### src/rtl/axi_lite_master_if.sv
// Bundles the command/response port and the five AXI4-Lite channels of axi_lite_master.
// The master modport is the initiator's view; the slave modport is the view of the controller/slave side.
interface axi_lite_master_if #(
  parameter int AXI_ADDR_BW_p = 12
);
  logic                     cmd_valid;
  logic                     cmd_ready;
  logic                     cmd_write;
  logic [AXI_ADDR_BW_p-1:0] cmd_addr;
  logic [31:0]              cmd_wdata;

  logic                     rsp_valid;
  logic                     rsp_ready;
  logic [31:0]              rsp_rdata;
  logic [1:0]               rsp_resp;
  logic                     rsp_timeout;

  logic [AXI_ADDR_BW_p-1:0] axi_awaddr;
  logic                     axi_awvalid;
  logic                     axi_awready;
  logic [31:0]              axi_wdata;
  logic                     axi_wvalid;
  logic                     axi_wready;
  logic [1:0]               axi_bresp;
  logic                     axi_bvalid;
  logic                     axi_bready;
  logic [AXI_ADDR_BW_p-1:0] axi_araddr;
  logic                     axi_arvalid;
  logic                     axi_arready;
  logic [31:0]              axi_rdata;
  logic [1:0]               axi_rresp;
  logic                     axi_rvalid;
  logic                     axi_rready;

  modport master (
    input  cmd_valid, cmd_write, cmd_addr, cmd_wdata, rsp_ready,
    input  axi_awready, axi_wready, axi_bresp, axi_bvalid,
    input  axi_arready, axi_rdata, axi_rresp, axi_rvalid,
    output cmd_ready, rsp_valid, rsp_rdata, rsp_resp, rsp_timeout,
    output axi_awaddr, axi_awvalid, axi_wdata, axi_wvalid, axi_bready,
    output axi_araddr, axi_arvalid, axi_rready
  );

  modport slave (
    output cmd_valid, cmd_write, cmd_addr, cmd_wdata, rsp_ready,
    output axi_awready, axi_wready, axi_bresp, axi_bvalid,
    output axi_arready, axi_rdata, axi_rresp, axi_rvalid,
    input  cmd_ready, rsp_valid, rsp_rdata, rsp_resp, rsp_timeout,
    input  axi_awaddr, axi_awvalid, axi_wdata, axi_wvalid, axi_bready,
    input  axi_araddr, axi_arvalid, axi_rready
  );
endinterface

### src/rtl/axi_lite_master.sv
// Single-outstanding AXI4-Lite initiator: one command in, one AXI write/read, one response out.
// Optional watchdog abort is enabled with `define AXI_LITE_MASTER_TIMEOUT_EN.
module axi_lite_master #(
  parameter int AXI_ADDR_BW_p    = 12,
  parameter int TIMEOUT_CYCLES_p = 1024
) (
  input logic              clk,
  input logic              rst,
  axi_lite_master_if.master bus
);

  typedef enum logic [2:0] {
    IDLE    = 3'd0,
    WR_REQ  = 3'd1,
    WR_RESP = 3'd2,
    RD_REQ  = 3'd3,
    RD_RESP = 3'd4,
    RSP     = 3'd5
  } state_t;

  if (TIMEOUT_CYCLES_p < 2) begin : g_bad_timeout
    $error("axi_lite_master: TIMEOUT_CYCLES_p must be at least 2");
  end

  state_t                   state_r;
  logic                     cmd_ready_r;
  logic                     aw_done_r;
  logic                     w_done_r;
  logic [AXI_ADDR_BW_p-1:0] awaddr_r;
  logic                     awvalid_r;
  logic [31:0]              wdata_r;
  logic                     wvalid_r;
  logic                     bready_r;
  logic [AXI_ADDR_BW_p-1:0] araddr_r;
  logic                     arvalid_r;
  logic                     rready_r;
  logic                     rsp_valid_r;
  logic [31:0]              rsp_rdata_r;
  logic [1:0]               rsp_resp_r;

  logic aw_hs_s;
  logic w_hs_s;

  assign aw_hs_s = awvalid_r & bus.axi_awready;
  assign w_hs_s  = wvalid_r  & bus.axi_wready;

`ifdef AXI_LITE_MASTER_TIMEOUT_EN
  localparam int TO_CNT_BW = $clog2(TIMEOUT_CYCLES_p);
  localparam logic [TO_CNT_BW-1:0] TO_LIMIT = TO_CNT_BW'(TIMEOUT_CYCLES_p - 1);

  logic [TO_CNT_BW-1:0] to_cnt_r;
  logic                 rsp_timeout_r;
  logic                 busy_s;

  assign busy_s = (state_r == WR_REQ) || (state_r == WR_RESP) ||
                  (state_r == RD_REQ) || (state_r == RD_RESP);
  assign bus.rsp_timeout = rsp_timeout_r;
`else
  assign bus.rsp_timeout = 1'b0;
`endif

  // Transaction FSM; every bus-facing output is a flop updated here.
  always_ff @(posedge clk or posedge rst) begin
    if (rst) begin
      state_r     <= IDLE;
      cmd_ready_r <= 1'b0;
      aw_done_r   <= 1'b0;
      w_done_r    <= 1'b0;
      awaddr_r    <= '0;
      awvalid_r   <= 1'b0;
      wdata_r     <= 32'h0;
      wvalid_r    <= 1'b0;
      bready_r    <= 1'b0;
      araddr_r    <= '0;
      arvalid_r   <= 1'b0;
      rready_r    <= 1'b0;
      rsp_valid_r <= 1'b0;
      rsp_rdata_r <= 32'h0;
      rsp_resp_r  <= 2'b00;
`ifdef AXI_LITE_MASTER_TIMEOUT_EN
      to_cnt_r      <= '0;
      rsp_timeout_r <= 1'b0;
`endif
    end else begin
      case (state_r)
        IDLE: begin
          if (bus.cmd_valid && cmd_ready_r) begin
            cmd_ready_r <= 1'b0;
            aw_done_r   <= 1'b0;
            w_done_r    <= 1'b0;
            if (bus.cmd_write) begin
              awaddr_r  <= bus.cmd_addr;
              wdata_r   <= bus.cmd_wdata;
              awvalid_r <= 1'b1;
              wvalid_r  <= 1'b1;
              state_r   <= WR_REQ;
            end else begin
              araddr_r  <= bus.cmd_addr;
              arvalid_r <= 1'b1;
              state_r   <= RD_REQ;
            end
          end else begin
            // Ready rises one cycle after reset release and stays up while idle.
            cmd_ready_r <= 1'b1;
          end
        end

        WR_REQ: begin
          if (aw_hs_s) begin
            awvalid_r <= 1'b0;
            aw_done_r <= 1'b1;
          end
          if (w_hs_s) begin
            wvalid_r <= 1'b0;
            w_done_r <= 1'b1;
          end
          if ((aw_done_r || aw_hs_s) && (w_done_r || w_hs_s)) begin
            bready_r <= 1'b1;
            state_r  <= WR_RESP;
          end
        end

        WR_RESP: begin
          if (bus.axi_bvalid && bready_r) begin
            bready_r    <= 1'b0;
            rsp_resp_r  <= bus.axi_bresp;
            rsp_rdata_r <= 32'h0;
            rsp_valid_r <= 1'b1;
            state_r     <= RSP;
          end
        end

        RD_REQ: begin
          if (bus.axi_arready) begin
            arvalid_r <= 1'b0;
            rready_r  <= 1'b1;
            state_r   <= RD_RESP;
          end
        end

        RD_RESP: begin
          if (bus.axi_rvalid && rready_r) begin
            rready_r    <= 1'b0;
            rsp_resp_r  <= bus.axi_rresp;
            rsp_rdata_r <= bus.axi_rdata;
            rsp_valid_r <= 1'b1;
            state_r     <= RSP;
          end
        end

        RSP: begin
          if (bus.rsp_ready) begin
            rsp_valid_r <= 1'b0;
            cmd_ready_r <= 1'b1;
            state_r     <= IDLE;
          end
        end

        default: begin
          awvalid_r   <= 1'b0;
          wvalid_r    <= 1'b0;
          bready_r    <= 1'b0;
          arvalid_r   <= 1'b0;
          rready_r    <= 1'b0;
          rsp_valid_r <= 1'b0;
          cmd_ready_r <= 1'b0;
          state_r     <= IDLE;
        end
      endcase

`ifdef AXI_LITE_MASTER_TIMEOUT_EN
      // Watchdog abort overrides whatever the channel logic scheduled this cycle.
      if (busy_s) begin
        if (to_cnt_r == TO_LIMIT) begin
          awvalid_r     <= 1'b0;
          wvalid_r      <= 1'b0;
          bready_r      <= 1'b0;
          arvalid_r     <= 1'b0;
          rready_r      <= 1'b0;
          rsp_valid_r   <= 1'b1;
          rsp_resp_r    <= 2'b10;
          rsp_rdata_r   <= 32'h0;
          rsp_timeout_r <= 1'b1;
          state_r       <= RSP;
        end else begin
          to_cnt_r <= to_cnt_r + TO_CNT_BW'(1);
        end
      end else begin
        to_cnt_r <= '0;
        if (state_r == IDLE) begin
          rsp_timeout_r <= 1'b0;
        end else begin
          rsp_timeout_r <= rsp_timeout_r;
        end
      end
`endif
    end
  end

  assign bus.cmd_ready   = cmd_ready_r;
  assign bus.rsp_valid   = rsp_valid_r;
  assign bus.rsp_rdata   = rsp_rdata_r;
  assign bus.rsp_resp    = rsp_resp_r;
  assign bus.axi_awaddr  = awaddr_r;
  assign bus.axi_awvalid = awvalid_r;
  assign bus.axi_wdata   = wdata_r;
  assign bus.axi_wvalid  = wvalid_r;
  assign bus.axi_bready  = bready_r;
  assign bus.axi_araddr  = araddr_r;
  assign bus.axi_arvalid = arvalid_r;
  assign bus.axi_rready  = rready_r;

endmodule

### src/flat_wrapper.sv
// flat-port wrapper written by rule: the top's interface ports become plain ports
module axi_lite_master_flat 
#(
  parameter int AXI_ADDR_BW_p    = 12,
  parameter int TIMEOUT_CYCLES_p = 1024
)
  (clk, rst, bus_cmd_valid, bus_cmd_write, bus_cmd_addr, bus_cmd_wdata, bus_rsp_ready, bus_axi_awready, bus_axi_wready, bus_axi_bresp, bus_axi_bvalid, bus_axi_arready, bus_axi_rdata, bus_axi_rresp, bus_axi_rvalid, bus_cmd_ready, bus_rsp_valid, bus_rsp_rdata, bus_rsp_resp, bus_rsp_timeout, bus_axi_awaddr, bus_axi_awvalid, bus_axi_wdata, bus_axi_wvalid, bus_axi_bready, bus_axi_araddr, bus_axi_arvalid, bus_axi_rready);
  axi_lite_master_if #(.AXI_ADDR_BW_p(AXI_ADDR_BW_p)) bus_i ();
  input logic clk;
  input logic rst;
  input wire logic [$bits(bus_i.cmd_valid)-1:0] bus_cmd_valid;
  input wire logic [$bits(bus_i.cmd_write)-1:0] bus_cmd_write;
  input wire logic [$bits(bus_i.cmd_addr)-1:0] bus_cmd_addr;
  input wire logic [$bits(bus_i.cmd_wdata)-1:0] bus_cmd_wdata;
  input wire logic [$bits(bus_i.rsp_ready)-1:0] bus_rsp_ready;
  input wire logic [$bits(bus_i.axi_awready)-1:0] bus_axi_awready;
  input wire logic [$bits(bus_i.axi_wready)-1:0] bus_axi_wready;
  input wire logic [$bits(bus_i.axi_bresp)-1:0] bus_axi_bresp;
  input wire logic [$bits(bus_i.axi_bvalid)-1:0] bus_axi_bvalid;
  input wire logic [$bits(bus_i.axi_arready)-1:0] bus_axi_arready;
  input wire logic [$bits(bus_i.axi_rdata)-1:0] bus_axi_rdata;
  input wire logic [$bits(bus_i.axi_rresp)-1:0] bus_axi_rresp;
  input wire logic [$bits(bus_i.axi_rvalid)-1:0] bus_axi_rvalid;
  output wire logic [$bits(bus_i.cmd_ready)-1:0] bus_cmd_ready;
  output wire logic [$bits(bus_i.rsp_valid)-1:0] bus_rsp_valid;
  output wire logic [$bits(bus_i.rsp_rdata)-1:0] bus_rsp_rdata;
  output wire logic [$bits(bus_i.rsp_resp)-1:0] bus_rsp_resp;
  output wire logic [$bits(bus_i.rsp_timeout)-1:0] bus_rsp_timeout;
  output wire logic [$bits(bus_i.axi_awaddr)-1:0] bus_axi_awaddr;
  output wire logic [$bits(bus_i.axi_awvalid)-1:0] bus_axi_awvalid;
  output wire logic [$bits(bus_i.axi_wdata)-1:0] bus_axi_wdata;
  output wire logic [$bits(bus_i.axi_wvalid)-1:0] bus_axi_wvalid;
  output wire logic [$bits(bus_i.axi_bready)-1:0] bus_axi_bready;
  output wire logic [$bits(bus_i.axi_araddr)-1:0] bus_axi_araddr;
  output wire logic [$bits(bus_i.axi_arvalid)-1:0] bus_axi_arvalid;
  output wire logic [$bits(bus_i.axi_rready)-1:0] bus_axi_rready;
  assign bus_i.cmd_valid = bus_cmd_valid;
  assign bus_i.cmd_write = bus_cmd_write;
  assign bus_i.cmd_addr = bus_cmd_addr;
  assign bus_i.cmd_wdata = bus_cmd_wdata;
  assign bus_i.rsp_ready = bus_rsp_ready;
  assign bus_i.axi_awready = bus_axi_awready;
  assign bus_i.axi_wready = bus_axi_wready;
  assign bus_i.axi_bresp = bus_axi_bresp;
  assign bus_i.axi_bvalid = bus_axi_bvalid;
  assign bus_i.axi_arready = bus_axi_arready;
  assign bus_i.axi_rdata = bus_axi_rdata;
  assign bus_i.axi_rresp = bus_axi_rresp;
  assign bus_i.axi_rvalid = bus_axi_rvalid;
  assign bus_cmd_ready = bus_i.cmd_ready;
  assign bus_rsp_valid = bus_i.rsp_valid;
  assign bus_rsp_rdata = bus_i.rsp_rdata;
  assign bus_rsp_resp = bus_i.rsp_resp;
  assign bus_rsp_timeout = bus_i.rsp_timeout;
  assign bus_axi_awaddr = bus_i.axi_awaddr;
  assign bus_axi_awvalid = bus_i.axi_awvalid;
  assign bus_axi_wdata = bus_i.axi_wdata;
  assign bus_axi_wvalid = bus_i.axi_wvalid;
  assign bus_axi_bready = bus_i.axi_bready;
  assign bus_axi_araddr = bus_i.axi_araddr;
  assign bus_axi_arvalid = bus_i.axi_arvalid;
  assign bus_axi_rready = bus_i.axi_rready;
  axi_lite_master #(.AXI_ADDR_BW_p(AXI_ADDR_BW_p), .TIMEOUT_CYCLES_p(TIMEOUT_CYCLES_p)) u_core (.clk(clk), .rst(rst), .bus(bus_i));
endmodule
### config.mk
export PLATFORM = sky130hd
export DESIGN_NAME = axi_lite_master_flat
export DESIGN_NICKNAME = d
export VERILOG_FILES = /design/src/rtl/axi_lite_master_if.sv /design/src/rtl/axi_lite_master.sv /design/src/flat_wrapper.sv
export SDC_FILE = /design/constraint.sdc
export NUM_CORES = 1
export LEC_CHECK = 0
export ABC_AREA = 1
export CORE_MARGIN = 2
export CORE_UTILIZATION = 38
export DETAILED_ROUTE_END_ITERATION = 16
export GPL_TIMING_DRIVEN = 1
export PLACE_DENSITY = 0.76
export SLEW_MARGIN = 10
export SYNTH_ARGS = -nofsm -noshare
export SYNTH_HDL_FRONTEND = slang
export SYNTH_SLANG_ARGS = --single-unit
### constraint.sdc
create_clock -name clk -period 3.44 [get_ports clk]
set_input_delay 0.688 -clock clk [delete_from_list [all_inputs] [get_ports clk]]
set_output_delay 0.688 -clock clk [all_outputs]
set_load 0.005 [all_outputs]
=== After elaboration in Yosys (flattened, before gate mapping) ===
Cells that the tools add are included.

* Equal/unequal tests: 15
* Muxes and demuxes: 42
* Bitwise operators: 9
* Reductions and logical operators: 28

{| class="wikitable"
|+ Operators by type and width
! operator !! count
|-
| 32-bit 2-to-1 mux || 2
|-
| 32-bit case mux with 2 select lines || 1
|-
| 3-bit AND reduction || 7
|-
| 4-bit OR reduction || 5
|-
| 1-bit 2-to-1 mux || 19
|-
| 3-bit 2-to-1 mux || 6
|-
| 1-bit case mux with 3 select lines || 6
|-
| 3-bit case mux with 6 select lines || 1
|-
| 4-bit AND reduction || 4
|-
| 2-bit by 1-bit inequality test with 1-bit output (second input constant) || 6
|-
| 2-bit inequality test (second input constant) || 4
|-
| 1-bit NOT || 7
|-
| 3-bit by 2-bit equality test with 1-bit output (second input constant) || 2
|-
| 3-bit equality test (second input constant) || 2
|-
| 2-bit 2-to-1 mux || 3
|-
| 6-bit AND reduction || 1
|-
| 1-bit logical AND || 4
|-
| 1-bit case mux with 2 select lines || 2
|-
| 1-bit case mux with 4 select lines || 1
|-
| 2-bit case mux with 2 select lines || 1
|-
| 2-bit nonzero test || 2
|-
| 3-bit by 1-bit equality test with 1-bit output (second input constant) || 1
|-
| 3-bit logical NOT || 1
|-
| 3-bit OR reduction || 1
|-
| other kinds (3) || 5
|}

* Bits in registers: 102
* Input bits: 90
* Output and inout port bits: 98
* Logic and storage cells: 109

=== Longest topological paths before layout ===
Gate-level depths: netlist of the first run.

* Depth after elaboration: 5
* Mapped depth: 9
* Depth with buffers taken out: 9

=== Worst setup path before layout of the first run ===
No wires, ideal clock.

* Path type: input to register
* From: in bus_cmd_write
* To: reg u_core.araddr_r[0], in the netlist u_core.bus.axi_araddr[0]
* Setup time: 0.126 ns
* Arrival time: 1.501 ns
* Data required time: 3.314 ns
* Slack: 1.813 ns
* Stages: 7
* Cells stage by stage: clkbuf_1 nand3b_1 nor2_1 inv_1 buf_2 nand2_1 o21ai_0

* Word-level cells in the longest chain between the ends: 2

{| class="wikitable"
|+ Ends and longest elaborated chain
! element !! line !! text
|-
| start: declaration || flat_wrapper.sv:12 || <nowiki>input wire logic [$bits(bus_i.cmd_write)-1:0] bus_cmd_write;</nowiki>
|-
| 1-bit NOT (no source line) || - ||
|-
| 3-bit AND reduction (no source line) || - ||
|-
| end signal: assignment || axi_lite_master.sv:98 || <nowiki>araddr_r <= bus.cmd_addr;</nowiki>
|-
| end: declaration || axi_lite_master.sv:34 || <nowiki>logic [AXI_ADDR_BW_p-1:0] araddr_r;</nowiki>
|}

Every way passes these cells.
A chain may end at the register's enable or synchronous reset.

=== Final worst setup path of the first run ===
* From: in bus_cmd_valid
* To: reg u_core.awaddr_r[10], in the netlist u_core.bus.axi_awaddr[10]

* Word-level cells in the longest chain between the ends: 2

{| class="wikitable"
|+ Ends and longest elaborated chain
! element !! line !! text
|-
| start: declaration || flat_wrapper.sv:11 || <nowiki>input wire logic [$bits(bus_i.cmd_valid)-1:0] bus_cmd_valid;</nowiki>
|-
| 1-bit logical AND || axi_lite_master.sv:87 || <nowiki>if (bus.cmd_valid && cmd_ready_r) begin</nowiki>
|-
| 3-bit AND reduction (no source line) || - ||
|-
| end signal: assignment || axi_lite_master.sv:92 || <nowiki>awaddr_r <= bus.cmd_addr;</nowiki>
|-
| end: declaration || axi_lite_master.sv:29 || <nowiki>logic [AXI_ADDR_BW_p-1:0] awaddr_r;</nowiki>
|}

Every way passes these cells.

==> results of run 1 <==
## power groups by stage
stage	sequential, mW	clock [mW]	combinational [mW]
2_1_floorplan	1.99	0	0.944
5_1_grt	2.06	0.999	2.40
6_report	2.00	0.920	2.14
3_3_place_gp	1.98	0	2.12
4_1_cts	2.00	0.950	2.17
3_5_place_dp	2.00	0	2.16
## worst max path at each step
stage | to | slack, ns | cells past startpoint
2_1_floorplan | u_core.aw_done_r | 0.08 | 1
3_3_place_gp | u_core.bus.axi_awaddr[3] | 0.98 | 5
3_5_place_dp | u_core.bus.axi_awaddr[7] | 0.89 | 5
4_1_cts | u_core.bus.axi_awaddr[10] | 1.23 | 5
5_1_grt | u_core.bus.axi_awaddr[7] | 1.04 | 5
6_report | u_core.bus.axi_awaddr[10] | 1.27 | 5
## kinds of logic after synthesis
group                  Yosys count  synth area share, %
and+or+nand+nor                306                 29.9
DFF                            102                 59.3
buffers and inverters           57                 6.42
AOI/OAI and AO/OA               36                 4.33
other                            1               0.0871
## placed cells by master (no fill, tap or decap), drive strengths merged, types with 3 or more instances in the layout
cell           Yosys  final
nand2            216    216
clkdlybuf4s50      0    186
dfrtp            102    102
nand3             74     74
inv               30     30
o21ai             30     30
clkbuf             9     12
nor2              11     11
a21oi              4      4
buf               18      3
## final cells by class
type / instances / share of cell area [%]
Sequential cell: 102 / 39.4
Timing Repair Buffer: 189 / 29.2
Multi-Input combinational cell: 343 / 22.8
Clock buffer: 12 / 3.80
Tap cell: 140 / 2.70
Inverter: 30 / 1.78
Clock inverter: 3 / 0.328
## stage by stage
stage | instance area [um^2] | power [mW] | worst slack [ns] | util, %
CTS | 6480 | 5.12 | 1.23 | 59.3
detailed placement | 6220 | 4.16 | 0.892 | 56.9
floorplan | 4310 | 2.93 | 0.0765 | -
global placement | 6220 | 4.10 | 0.979 | 56.9
finish | 6480 | 5.06 | 1.27 | 59.3
global route | 6480 | 5.46 | 1.04 | 59.3
## critical path: cells and delay by family
family	cells	cell delay, ns
AOI/OAI and AO/OA	1	0.41
buffers and inverters	1	0.46
and+or+nand+nor	3	0.83
## sequential cells by signal, summed over array words and instances (netlist names), 2 cells and up
name / cells
u_core.bus.rsp_resp: 2
u_core.bus.rsp_rdata: 32
u_core.bus.axi_araddr: 12
u_core.bus.axi_wdata: 32
u_core.bus.axi_awaddr: 12
u_core.state_r: 3
## routing by layer
| metal | part of all wire, % | vias to the layer above | global-route usage (%) |
|---|---|---|---|
| li1 | - | 1927 | - |
| met1 | 43 | 1832 | 24.5 |
| met2 | 45 | 191 | 31.5 |
| met3 | 10 | 19 | 6.86 |
| met4 | 1.9 | 0 | 7.00 |
| met5 | 0 | - | 0 |
==> results.sh, run 1 <==
export IMPL_grt_max_degree=59
export IMPL_die_area_um2=12200
export IMPL_multiInputGateArea_um2=1480
export IMPL_antenna_left=0
export IMPL_register_area_um2=2550
export IMPL_ctsHtreeMaxLevel=3
export IMPL_cts_root_buffer="clkbuf_16"
export IMPL_synth_most_common_cell="nand2_1"
export IMPL_whs_endpoint="u_core.bus.rsp_rdata[6]"
export IMPL_synth_seq_cells=102
export IMPL_path_clk_slew_ns=0.06
export IMPL_antenna_found_initial=0
export IMPL_rows=38
export IMPL_ys_types=22
export IMPL_timing_final_crit_share_pct=63.0
export IMPL_r2r_slack_ns=1.44
export IMPL_ff2ff_path_depth=5
export IMPL_path_cells="clkdlybuf4s50_1, nand2_1, nor2_4, nand2_2, o21ai_0"
export IMPL_syn_nets=592
export IMPL_wl_per_cell_um=14.3
export IMPL_synthTopCellsByCount="212 x nand2_1, 102 x dfrtp_1, 74 x nand3_1, 27 x inv_1, 26 x o21ai_0"
export IMPL_core_um2=10900
export IMPL_fin_crit_ns=2.17
export IMPL_viasPerCell=4.85
export IMPL_cts_buffers_inserted=9
export IMPL_rsz0062_at_grt="false"
export IMPL_grt_first_pass_wirelength_mm=19.8
export IMPL_fillers=960
export IMPL_clock_power_share_pct=18.2
export IMPL_synth_area_leaders="dfrtp_1 59%, nand2_1 18%, nand3_1 8.6%, o21ai_0 3.0%, inv_1 2.4%"
export IMPL_ys_warn_count=0
export IMPL_cts_hold_fix_buffers=0
export IMPL_postCtsSetupBuffers=0
export IMPL_clock_fmax_mhz=461
export IMPL_hpwl_mm=8.46
export IMPL_ys_seq_area_share_pct=59.3
export IMPL_final_cells=819
export IMPL_slew_headroom_pct=34.9
export IMPL_pwr_share_comb_pct=42.3
export IMPL_dr_total_vias=3969
export IMPL_clock_path_buffers=2
export IMPL_skew_ns=0.00852
export IMPL_routed_wl_mm=11.7
export IMPL_r2r_start="u_core.state_r[1]"
export IMPL_drtPass1Iterations=4
export IMPL_power_density_nw_per_um2=780
export IMPL_synth_edff_count=0
export IMPL_final_hold_viol_count=0
export IMPL_drv_slew=0
export IMPL_initial_core_util_pct=39.4
export IMPL_yosysTopAreaCell="dfrtp_1"
export IMPL_min_from="u_core.bus.rsp_rdata[6]"
export IMPL_power_frac_seq_pct=39.5
export IMPL_cp_start_kind="input pin"
export IMPL_drt_initial_drc_count=315
export IMPL_tns_ns=0
export IMPL_worstSetupStartpoint="bus_cmd_valid"
export IMPL_critical_path_slowest_cell="nand2_2"
export IMPL_syn2layout_area_growth_pct=50.6
export IMPL_holdCritPathClass="flop to flop"
export IMPL_io_buffers=186
export IMPL_fin_nets=765
export IMPL_synth_top_area_share_pct=59.3
export IMPL_grt_pass1_vias=3896
export IMPL_insertion_delay_ns=0.34
export IMPL_hold_worst_slack_ns=0.471
export IMPL_drc=0
export IMPL_cts_tree="done"
export IMPL_syn_area_um2=4310
export IMPL_synth_flop_cell="dfrtp_1"
export IMPL_cap_violations=0
export IMPL_layout_drive_gt1_share_pct=4.12
export IMPL_worst_pin_slew_ns=0.973
export IMPL_setup_viol=0
export IMPL_io_pins=188
export IMPL_status="finished clean"
export IMPL_avgSynthCellArea_um2=8.58
export IMPL_async_flop_share_pct=100
export IMPL_hold_path_depth=2
export IMPL_p_int_mw=3.35
export IMPL_cts_sinks=102
export IMPL_worstSetupPathType="input pin to flop"
export IMPL_cts_resized=0
export IMPL_crit_path_max_fanout=58
export IMPL_grt_use_total_pct=19.6
export IMPL_post_synth_inst_count=502
export IMPL_p_leak_nw=3.21
export IMPL_cpPeakStageDelay_ns=0.55
export IMPL_dieHeight_um=110
export IMPL_rr_endpoint="u_core.bus.axi_awaddr[10]"
export IMPL_ir_worst_vdd_mv=0.380
export IMPL_critPathArrivalTime_ns=2.40
export IMPL_swShare_pct=33.7
export IMPL_diodes=0
export IMPL_gp_congestion=0.889
export IMPL_switching_power_mw=1.71
export IMPL_cp_required_ns=3.67
export IMPL_worst_setup_path_end_kind="flop"
export IMPL_die_w_um=110
export IMPL_grt_overflow_total=0
export IMPL_dp_cells=804
Power figures use the tool's default switching activity.
==> run 2, diff against run 1 <==
- CORE_UTILIZATION: 38 -> 42
- PLACE_DENSITY: 0.76 -> 0.8
- clock period: 3.44 -> 2.1 ns (I/O delays scaled with it)
==> results.sh, run 2 (synthesized netlist as in run 1, its figures left out) <==
export IMPL_status="finished clean"
export IMPL_critical_path_slowest_cell="dfrtp_1"
export IMPL_dieHeight_um=105
export IMPL_cts_buffers_inserted=9
export IMPL_gr_usage_met1_pct=26.7
export IMPL_insertion_delay_ns=0.37
export IMPL_drv_slew=0
export IMPL_setup_viol=0
export IMPL_initial_core_util_pct=43.7
export IMPL_tns_ns=0
export IMPL_fillers=816
export IMPL_fin_crit_ns=1.77
export IMPL_hpwl_mm=8.21
export IMPL_syn2layout_area_growth_pct=49.5
export IMPL_io_pins=188
export IMPL_final_cells=818
export IMPL_cts_root_buffer="clkbuf_8"
export IMPL_p_int_mw=5.23
export IMPL_final_hold_viol_count=0
export IMPL_clock_path_buffers=2
export IMPL_power_mw=7.99
export IMPL_routed_wl_mm=11.3
export IMPL_worst_pin_slew_ns=0.618
export IMPL_p_leak_nw=3.20
export IMPL_cp_start_kind="flop"
export IMPL_dp_cells=802
export IMPL_cp_required_ns=2.40
export IMPL_grt_first_pass_wirelength_mm=18.6
export IMPL_grt_pass1_vias=3792
export IMPL_power_density_nw_per_um2=1240
export IMPL_final_cell_mix="212 x nand2_1, 186 x clkdlybuf4s50_1, 102 x dfrtp_1"
export IMPL_grt_overflow_total=0
export IMPL_diodes=0
export IMPL_drt_initial_drc_count=176
export IMPL_path_clk_slew_ns=0.08
export IMPL_gr_usage_met2_pct=32.8
export IMPL_power_frac_seq_pct=40.7
export IMPL_postCtsSetupBuffers=0
export IMPL_swShare_pct=34.6
export IMPL_grtUsageMet3_pct=8.47
export IMPL_ctsHtreeMaxLevel=3
export IMPL_dr_total_vias=3951
export IMPL_skew_ns=0.0144
export IMPL_grt_max_degree=55
export IMPL_viasPerCell=4.83
export IMPL_cts_hold_fix_buffers=0
export IMPL_grt_use_total_pct=20.8
export IMPL_cpPeakStageDelay_ns=0.49
export IMPL_core_um2=9860
export IMPL_worstSetupPathType="flop to flop"
export IMPL_timing_final_crit_share_pct=84.3
export IMPL_pwr_share_comb_pct=44.2
export IMPL_gr_max_usage_layer="met2"
export IMPL_rsz0062_at_grt="false"
export IMPL_antenna_left=0
export IMPL_path_cells="nor2_4, nand2_2, inv_2, nor2_1, nand3b_1, nand2_1"
export IMPL_critPathArrivalTime_ns=2.07
export IMPL_crit_path_max_fanout=35
export IMPL_cap_violations=0
export IMPL_io_buffers=186
export IMPL_fin_nets=770
export IMPL_cts_resized=0
export IMPL_worst_setup_path_end_kind="flop"
export IMPL_antenna_found_initial=0
export IMPL_clock_fmax_mhz=565
export IMPL_drc=0
export IMPL_switching_power_mw=2.76
export IMPL_holdCritPathClass="flop to flop"
export IMPL_rows=36
export IMPL_cts_sinks=102
export IMPL_drtPass1Iterations=4
export IMPL_cts_tree="done"
export IMPL_slew_headroom_pct=58.8
export IMPL_layout_drive_gt1_share_pct=4.96
export IMPL_die_area_um2=11100
export IMPL_gp_congestion=0.801
export IMPL_clock_power_share_pct=15.1
export IMPL_hold_worst_slack_ns=0.474
export IMPL_fin_util_pct=65.3
export IMPL_die_w_um=105
export IMPL_ir_worst_vdd_mv=0.687
export IMPL_final_common_cell="nand2_1"
export IMPL_wl_per_cell_um=13.8
-- run 2: final cells by class --
cell class                      count  area, um^2  area share [%]
Tap cell                          133         166            2.58
Inverter                           30         116            1.81
Clock buffer                       11         131            2.04
Timing Repair Buffer              194        1930            30.0
Clock inverter                      5        60.1           0.933
Multi-Input combinational cell    343        1480            22.9
Sequential cell                   102        2550            39.6
-- run 2: metrics by stage --
stage	cell area [um^2]	worst slack, ns
after floorplan	4310	0.462
after global placement	6250	0.152
after detailed placement	6250	0.0469
after CTS	6440	0.321
after global routing	6440	0.127
final	6440	0.331
-- run 2: power by group through the flow --
stage | clock, mW | combinational (mW) | sequential [mW]
floorplan | 0 | 1.55 | 3.25
detailed placement | 0 | 3.57 | 3.28
CTS | 1.24 | 3.59 | 3.25
global route | 1.33 | 3.95 | 3.35
finish | 1.21 | 3.54 | 3.25
global placement | 0 | 3.48 | 3.24
-- run 2: path summary, 6_finish.rpt --
path                                         from                       end  slack [ns]  depth (start not counted)
max                             u_core.state_r[1]         u_core.state_r[2]        0.33                          6
min                        u_core.bus.rsp_resp[0]    u_core.bus.rsp_resp[0]        0.47                          2
max reg2reg                     u_core.state_r[1]         u_core.state_r[2]        0.33                          6
min reg2reg                u_core.bus.rsp_resp[0]    u_core.bus.rsp_resp[0]        0.47                          2
max in group asynchronous                     rst  u_core.bus.rsp_rdata[23]        1.07                          3
min in group asynchronous                     rst  u_core.bus.axi_awaddr[7]        0.48                          3
-- run 2: per-layer routing --
metal  share of wire, %  wire (um)  vias up
li1                   -          -     1937
met1                 42       4790     1830
met2                 46       5190      165
met3                 10       1160       19
met4                1.3        152        0
met5                  0          0        -
-- run 2: worst max-delay path, delay by kind of cell, from the launching register on --
| family | cells | cell delay (ns) |
|---|---|---|
| buffers and inverters | 1 | 0.45 |
| flip-flops | 1 | 0.49 |
| AND/OR/NAND/NOR | 5 | 0.76 |
==> run 3, diff against run 2 <==
- CORE_UTILIZATION: 42 -> 38
- PLACE_DENSITY: 0.8 -> 0.76
- clock period: 2.1 -> 1.55 ns (I/O delays scaled with it)
==> results.sh, run 3 (synthesized netlist as in run 1, its figures left out) <==
export IMPL_viasPerCell=4.78
export IMPL_fin_nets=801
export IMPL_final_cell_mix="212 x nand2_1, 136 x clkdlybuf4s50_1, 101 x dfrtp_1"
export IMPL_syn2layout_area_growth_pct=62.7
export IMPL_cts_root_buffer="clkbuf_16"
export IMPL_dieHeight_um=110
export IMPL_clock_path_buffers=2
export IMPL_cts_sinks=102
export IMPL_core_um2=10900
export IMPL_cp_start_kind="flop"
export IMPL_hpwl_mm=8.46
export IMPL_die_area_um2=12200
export IMPL_hold_worst_slack_ns=0.403
export IMPL_fin_util_pct=64.1
export IMPL_tns_ns=0
export IMPL_drt_initial_drc_count=386
export IMPL_power_frac_seq_pct=36.9
export IMPL_ir_worst_vdd_mv=0.872
export IMPL_r2r_slack_ns=0.06
export IMPL_power_density_nw_per_um2=1690
export IMPL_fillers=905
export IMPL_drtPass1Iterations=6
export IMPL_final_hold_viol_count=0
export IMPL_p_int_mw=7.81
export IMPL_switching_power_mw=4.01
export IMPL_path_clk_slew_ns=0.07
export IMPL_cts_buffers_inserted=9
export IMPL_worstSetupStartpoint="u_core.bus.rsp_rdata[19]"
export IMPL_antenna_found_initial=0
export IMPL_dp_cells=821
export IMPL_dr_total_vias=4093
export IMPL_grt_use_total_pct=19.4
export IMPL_pwr_share_comb_pct=45.2
export IMPL_cap_violations=0
export IMPL_grt_max_degree=63
export IMPL_grt_overflow_total=0
export IMPL_fin_crit_ns=1.52
export IMPL_grt_first_pass_wirelength_mm=19.7
export IMPL_multiInputGateArea_um2=1500
export IMPL_drc=0
export IMPL_skew_ns=0.00688
export IMPL_cp_top_family="buffers and inverters"
export IMPL_critical_path_slowest_cell="clkdlybuf4s50_1"
export IMPL_cts_tree="done"
export IMPL_holdCritPathClass="input pin to async pin"
export IMPL_drv_slew=0
export IMPL_worst_setup_path_end_kind="primary output"
export IMPL_r2r_start="u_core.state_r[1]"
export IMPL_power_mw=11.8
export IMPL_wl_per_cell_um=14.2
export IMPL_die_w_um=110
export IMPL_diodes=0
export IMPL_swShare_pct=33.9
export IMPL_clock_power_share_pct=18.0
export IMPL_ctsHtreeMaxLevel=3
export IMPL_path_cells="clkdlybuf4s50_1"
export IMPL_crit_path_max_fanout=2
export IMPL_setup_viol=0
export IMPL_grt_pass1_vias=3990
export IMPL_cp_num_buf_inv=1
export IMPL_antenna_left=0
export IMPL_cpPeakStageDelay_ns=0.51
export IMPL_clock_fmax_mhz=658
export IMPL_status="finished clean"
export IMPL_critPathArrivalTime_ns=1.21
export IMPL_final_common_cell="nand2_1"
export IMPL_worstSetupPathType="flop to primary output"
export IMPL_rsz0062_at_grt="true"
export IMPL_timing_final_crit_share_pct=98.0
export IMPL_final_cells=856
export IMPL_initial_core_util_pct=39.4
export IMPL_cp_required_ns=1.24
export IMPL_io_buffers=186
export IMPL_p_leak_nw=4.03
export IMPL_rows=38
export IMPL_gp_congestion=0.840
export IMPL_io_pins=188
export IMPL_routed_wl_mm=12.2
export IMPL_layout_drive_gt1_share_pct=9.92
export IMPL_register_area_um2=2550
export IMPL_insertion_delay_ns=0.33
==> run 3: cell count changes in the layout (fill, tap and decap cells not counted), sizes merged <==
cell,before,now
clkbuf,11,12
dlygate4sd2,0,8
clkdlybuf4s50,186,136
inv,29,31
bufinv,1,0
buf,8,37
dlymetal6s2s,0,42
==> run 3: what timing repair did <==
item / 4_1_cts / 5_1_grt
resized for setup: 8 / 51
cloned: 0 / 2
pin swaps: 1 / 4
endpoints found under the setup margin: 10 / 130
setup buffers: 1 / 16
hold buffers: 0 / 0
==> run 3: worst paths after layout <==
| kind | to | cells after the start |
|---|---|---|
| min in group clk | u_core.bus.rsp_valid | 2 |
| max in group asynchronous | u_core.state_r[1] | 3 |
| max reg2reg | u_core.bus.axi_awaddr[7] | 6 |
| max | bus_rsp_rdata[19] | 1 |
| min reg2reg | u_core.bus.rsp_valid | 2 |
| min | u_core.bus.rsp_rdata[26] | 3 |
==> run 3: stage by stage <==
stage / area [um^2] / setup WS [ns]
floorplan: 4310 / 0.0224
global placement: 6430 / -0.0878
detailed placement: 6430 / -0.140
CTS: 6710 / 0.000257
global route: 7010 / -0.0637
finish: 7010 / 0.0311
==> run 3: final cells by class <==
class | count | area share [%]
clock buffers | 10 | 3.41
clock inverters | 6 | 0.625
inverters | 30 | 1.66
multi-input cells | 343 | 21.3
flip-flops and latches | 102 | 36.4
well taps | 140 | 2.50
repair buffers | 225 | 34.0
==> run 3: power by group through the flow <==
stage / logic [mW] / clock network, mW / registers (mW)
floorplan: 2.09 / 0 / 4.41
global placement: 5.07 / 0 / 4.37
detailed placement: 5.18 / 0 / 4.39
CTS: 5.15 / 2.19 / 4.38
global route: 5.95 / 2.31 / 4.48
finish: 5.34 / 2.12 / 4.36
==> run 3: routing by layer <==
metal | vias up | global-route usage [%] | wire, um
li1 | 1999 | - | -
met1 | 1909 | 25.5 | 5340
met2 | 177 | 30.4 | 5650
met3 | 8 | 6.59 | 1090
met4 | 0 | 6.33 | 114
met5 | - | 0 | 0
==> run 3: worst reg2reg max path, delay by kind of cell, from the launching register on <==
kind	cells	cell delay, ns
and+or+nand+nor	4	0.54
buffers and inverters	1	0.18
DFF	1	0.45
AOI/OAI and AO/OA	1	0.24
